===== src/rtl/pipe_pkg.sv =====
// Shared types for the generic inter-stage pipeline register.
package pipe_pkg;

  typedef enum logic [1:0] {
    EMPTY = 2'd0,
    FULL  = 2'd1,
    SKIDF = 2'd2
  } pipe_state_t;

  // Bubble payload: the MIPS nop encodes as all zeros.
  localparam int unsigned PIPE_NOP = 0;

endpackage


===== src/rtl/pipe_slot.sv =====
// One pipeline entry: WIDTH-bit payload plus valid flag, with clear priority over load.
module pipe_slot
  import pipe_pkg::*;
#(
  parameter int WIDTH = 32
) (
  input  logic             CLK,
  input  logic             nRST,
  input  logic             load,
  input  logic             clear,
  input  logic [WIDTH-1:0] d,
  output logic             valid,
  output logic [WIDTH-1:0] q
);

  always_ff @(posedge CLK or negedge nRST) begin
    if (!nRST) begin
      valid <= 1'b0;
      q     <= WIDTH'(PIPE_NOP);
    end else if (clear) begin
      valid <= 1'b0;
      q     <= WIDTH'(PIPE_NOP);
    end else if (load) begin
      valid <= 1'b1;
      q     <= d;
    end
  end

endmodule


===== src/rtl/pipe_stage_reg.sv =====
// Reusable pipeline latch with valid/ready handshake, optional skid entry,
// flush-to-bubble and a saturating stall-cycle counter.
module pipe_stage_reg
  import pipe_pkg::*;
#(
  parameter int WIDTH = 32,
  parameter int SKID  = 0,
  parameter int CNT_W = 16
) (
  input  logic             CLK,
  input  logic             nRST,
  input  logic             in_valid,
  output logic             in_ready,
  input  logic [WIDTH-1:0] in_data,
  input  logic             stall,
  input  logic             flush,
  output logic             out_valid,
  input  logic             out_ready,
  output logic [WIDTH-1:0] out_data,
  output logic [1:0]       occupancy,
  output logic [CNT_W-1:0] stall_cnt
);

  pipe_state_t      state, next_state;
  logic             accept, do_release;
  logic             main_load, main_clear, skid_load, skid_clear;
  logic [WIDTH-1:0] main_d, main_q, skid_q;
  logic             main_valid, skid_valid;

  assign out_valid  = main_valid;
  assign out_data   = main_valid ? main_q : WIDTH'(PIPE_NOP);
  assign occupancy  = {1'b0, main_valid} + {1'b0, skid_valid};
  assign accept     = in_valid & in_ready;
  assign do_release = out_valid & out_ready & ~stall;

  generate
    if (SKID != 0) begin : g_skid
      // Registered ready: the skid entry absorbs the beat in flight when out_ready drops.
      assign in_ready = nRST & ~stall & (state != SKIDF);

      pipe_slot #(.WIDTH(WIDTH)) u_skid (
        .CLK  (CLK),
        .nRST (nRST),
        .load (skid_load),
        .clear(skid_clear),
        .d    (in_data),
        .valid(skid_valid),
        .q    (skid_q)
      );
    end else begin : g_noskid
      logic unused_skid;
      assign in_ready    = nRST & ~stall & ((state == EMPTY) | out_ready);
      assign skid_valid  = 1'b0;
      assign skid_q      = WIDTH'(PIPE_NOP);
      assign unused_skid = skid_load ^ skid_clear;
    end
  endgenerate

  pipe_slot #(.WIDTH(WIDTH)) u_main (
    .CLK  (CLK),
    .nRST (nRST),
    .load (main_load),
    .clear(main_clear),
    .d    (main_d),
    .valid(main_valid),
    .q    (main_q)
  );

  always_comb begin
    next_state = state;
    main_load  = 1'b0;
    main_clear = 1'b0;
    skid_load  = 1'b0;
    skid_clear = 1'b0;
    main_d     = in_data;
    if (flush) begin
      next_state = EMPTY;
      main_clear = 1'b1;
      skid_clear = 1'b1;
    end else begin
      unique case (state)
        EMPTY: if (accept) begin
          main_load  = 1'b1;
          next_state = FULL;
        end
        FULL: begin
          if (accept && do_release) begin
            main_load = 1'b1;
          end else if (accept) begin
            skid_load  = 1'b1;
            next_state = SKIDF;
          end else if (do_release) begin
            main_clear = 1'b1;
            next_state = EMPTY;
          end
        end
        SKIDF: if (do_release) begin
          main_load  = 1'b1;
          main_d     = skid_q;
          skid_clear = 1'b1;
          next_state = FULL;
        end
        default: next_state = EMPTY;
      endcase
    end
  end

  always_ff @(posedge CLK or negedge nRST) begin
    if (!nRST) state <= EMPTY;
    else       state <= next_state;
  end

  always_ff @(posedge CLK or negedge nRST) begin
    if (!nRST) begin
      stall_cnt <= '0;
    end else if (!flush && ((out_valid && !out_ready) || stall) &&
                 (stall_cnt != {CNT_W{1'b1}})) begin
      stall_cnt <= stall_cnt + CNT_W'(1);
    end
  end

endmodule

===== config.mk =====
export PLATFORM = sky130hd
export DESIGN_NAME = pipe_stage_reg
export DESIGN_NICKNAME = d
export VERILOG_FILES = /design/src/rtl/pipe_pkg.sv /design/src/rtl/pipe_slot.sv /design/src/rtl/pipe_stage_reg.sv
export SDC_FILE = /design/constraint.sdc
export NUM_CORES = 1
export LEC_CHECK = 0
export CAP_MARGIN = 15
export CORE_MARGIN = 3
export CORE_UTILIZATION = 40
export CTS_CLUSTER_DIAMETER = 40
export DETAILED_ROUTE_END_ITERATION = 6
export MAX_ROUTING_LAYER = met4
export PLACE_DENSITY = 0.84
export SYNTH_ARGS = -nofsm -noshare
export SYNTH_HDL_FRONTEND = slang
export SYNTH_SLANG_ARGS = --single-unit

===== constraint.sdc =====
create_clock -name CLK -period 1.97 [get_ports CLK]
set_input_delay 0.197 -clock CLK [delete_from_list [all_inputs] [get_ports CLK]]
set_output_delay 0.197 -clock CLK [all_outputs]
set_load 0.01 [all_outputs]

==> results.sh <==
export IMPL_powerDensity_mw_per_mm2=653
export IMPL_max_slew_margin_pct=58.1
export IMPL_yosysSeqAreaShare_pct=53.4
export IMPL_min_period_ns=1.85
export IMPL_ys_top_cells_by_area="dfrtp_1, a22o_1, and2_1, xor2_1, xnor2_1"
export IMPL_synth_largest_area_cell="dfrtp_1"
export IMPL_cts_setup_buffers=0
export IMPL_crit_fanout=5
export IMPL_die_h_microns=83.3
export IMPL_portBuffers=88
export IMPL_n_antenna_cell=0
export IMPL_cts_path_max_buffers=2
export IMPL_multi_input_area_sq_mm=0.00102
export IMPL_drt_wirelength_per_cell_microns=14.4
export IMPL_synth_seq_cells=51
export IMPL_gr_total_overflow=0
export IMPL_fp_row_count=27
export IMPL_crit_path_end_kind="output port"
export IMPL_tritoncts="done"
export IMPL_finalSetupViolations=0
export IMPL_drv_cap=0
export IMPL_synthDominantCellAreaShare_pct=53.4
export IMPL_die_area_sq_mm=0.00693
export IMPL_ir_drop_v=0.000258
export IMPL_tightestPinTransition_ns=0.629
export IMPL_final_period_utilization_pct=94.0
export IMPL_seq_area_sq_mm=0.00128
export IMPL_grt_max_degree=53
export IMPL_drive_above_1_share_pct=10.7
export IMPL_cts_max_level=2
export IMPL_core_area_sq_mm=0.00564
export IMPL_drt_initial_drc_count=60
export IMPL_max_freq_mhz=540
export IMPL_ff2ff_path_depth=6
export IMPL_cts_buffers=5
export IMPL_wl_mm=5.47
export IMPL_yosysWarnings=0
export IMPL_antenna_left=0
export IMPL_rsz0062_at_grt="false"
export IMPL_outcome="finished clean"
export IMPL_via_count=1907
export IMPL_hold_violations=0
export IMPL_r2r_setup_slack_ns=0.16
export IMPL_clock_root_buffer="clkbuf_8"
export IMPL_grt_pass1_wl_mm=9.23
export IMPL_start_util_pct=42.3
export IMPL_io_pins=90
export IMPL_ctsResizeCount=0
export IMPL_design_power_total_mw=2.27
export IMPL_drv_slew=0
export IMPL_syn_inst=208
export IMPL_crit_arrival_ns=1.65
export IMPL_nNetsFinal=345
export IMPL_worst_setup_path_start_kind="primary input"
export IMPL_worstPathRequired_ns=1.77
export IMPL_r2r_end="stall_cnt[14]$_DFFE_PN0P_"
export IMPL_dr_pass1_iters=4
export IMPL_first_global_vias=1996
export IMPL_viasPerCell=5.03
export IMPL_r2r_start="stall_cnt[0]$_DFFE_PN0P_"
export IMPL_clk_latency_ns=0.30
export IMPL_dpl_hpwl_mm=4.01
export IMPL_fin_setup_tns_ns=0
export IMPL_syn_area_sq_mm=0.00239
export IMPL_clock_sinks=51
export IMPL_hold_class="in2async"
export IMPL_area_growth_pct=45.8
export IMPL_path_class="in2out"
export IMPL_hold_buffers=0
export IMPL_grt_antenna_before_repair=0
export IMPL_final_fill_count=459
export IMPL_gp_congestion=0.810
export IMPL_avgSynthCellArea_sq_um=11.5
export IMPL_clk_pin_slew_ns=0.09
export IMPL_grt_use_total_pct=16.4
export IMPL_fin_skew_ns=0.00743
export IMPL_die_w_microns=83.3
export IMPL_drc=0
export IMPL_synth_nets=247
export IMPL_p_leak_nw=1.54
export IMPL_ys_types=35
routing by layer:
layer / GRT usage [%] / routed length [microns] / share of wire, % / up-vias
li1: - / - / - / 926
met1: 19.9 / 2450 / 45 / 917
met2: 27.8 / 2680 / 49 / 59
met3: 3.87 / 289 / 5.3 / 5
met4: 3.71 / 52 / 0.95 / 0
met5: - / 0 / 0 / -
cells in the final DEF, fill, tap and decap left out, types with 2 or more instances in the layout:
master,n
clkdlybuf4s50_1,87
a22o_1,32
a211oi_4,2
clkbuf_1,2
nand4_1,7
dfrtp_1,51
nor2_1,9
xor2_1,8
and2_1,32
inv_1,3
xnor2_1,6
nand3_1,4
a21oi_1,6
clkbuf_8,5
buf_4,13
nand2_1,12
nor4_1,2
nand2b_1,3
registers in the layout, indices dropped and copies added (netlist names):
name and cells:
state 2, stall_cnt 16, u_main.valid 1, u_main.q 32
cells in the mapped netlist:
library cell,instances
a21oi_1,6
and4_2,1
nor4_1,2
and2_1,32
clkbuf_1,4
conb_1,1
ha_1,1
dfrtp_1,51
o21ai_0,1
buf_6,3
or3_2,1
a211oi_4,2
mux2_2,1
xor2_1,8
or3_4,1
xnor2_1,6
o211ai_2,1
o21a_4,1
and4_4,1
a22o_1,32
a211oi_1,1
nand3_1,4
nor2b_1,1
nand4_2,1
nand4_1,7
nand2b_1,3
and3_1,1
nor3_1,2
o211a_1,1
nand2_1,12
buf_4,5
inv_1,3
a2bb2oi_1,1
nor2_1,9
a31oi_1,1
worst max-delay path, cell delays in order:
cell and delay [ns]:
clkdlybuf4s50_1 0.43, buf_4 0.15, inv_1 0.16, o211a_1 0.18, clkdlybuf4s50_1 0.54
report_power, final:
group / total, mW / switching (mW) / internal (mW)
logic: 0.483 / 0.201 / 0.282
clock network: 0.579 / 0.329 / 0.250
registers: 1.21 / 0.0856 / 1.13
total: 2.27 / 0.616 / 1.66
per-stage QoR:
stage	instance area, sq um	hold WS, ns	utilization [%]	setup WS (ns)	std cells
6_report	3480	0.0573	61.7	0.118	379
5_1_grt	3480	0.128	61.7	0.0252	379
4_1_cts	3480	0.103	61.7	0.0403	379
3_5_place_dp	3400	0.433	60.2	-0.117	371
3_3_place_gp	3400	0.403	60.2	-0.0643	371
2_1_floorplan	2390	-0.0986	-	0.201	208
layout make-up:
| cell class | count | share of cell area (%) |
|---|---|---|
| inverters | 3 | 0.323 |
| flip-flops and latches | 51 | 36.6 |
| clock buffers | 7 | 2.19 |
| multi-input cells | 142 | 29.3 |
| clock inverters | 1 | 0.144 |
| repair buffers | 103 | 28.8 |
| well taps | 72 | 2.59 |
worst max-delay path by stage:
stage / from / to / slack (ns) / cells past startpoint
global placement: in_valid / u_main.q[4]$_DFFE_PN0P_ / -0.06 / 7
finish: stall / in_ready / 0.12 / 5
global route: u_main.valid$_DFFE_PN0P_ / out_data[1] / 0.03 / 3
floorplan: stall_cnt[0]$_DFFE_PN0P_ / stall_cnt[14]$_DFFE_PN0P_ / 0.20 / 6
CTS: u_main.valid$_DFFE_PN0P_ / out_data[1] / 0.04 / 3
detailed placement: in_valid / u_main.q[17]$_DFFE_PN0P_ / -0.12 / 7
kinds of logic (layout without fill, tap and decap cells):
logic type / after synthesis / after routing / synth area share [%]
compound gates: 47 / 47 / 17.4
xor+xnor: 14 / 14 / 5.13
fa+ha+maj: 1 / 1 / 0.524
buf+inv: 15 / 114 / 4.09
flops: 51 / 51 / 53.4
mux: 1 / 1 / 0.471
other cells: 1 / 1 / 0.157
simple gates: 78 / 78 / 18.8
Power figures use the tool's default switching activity.
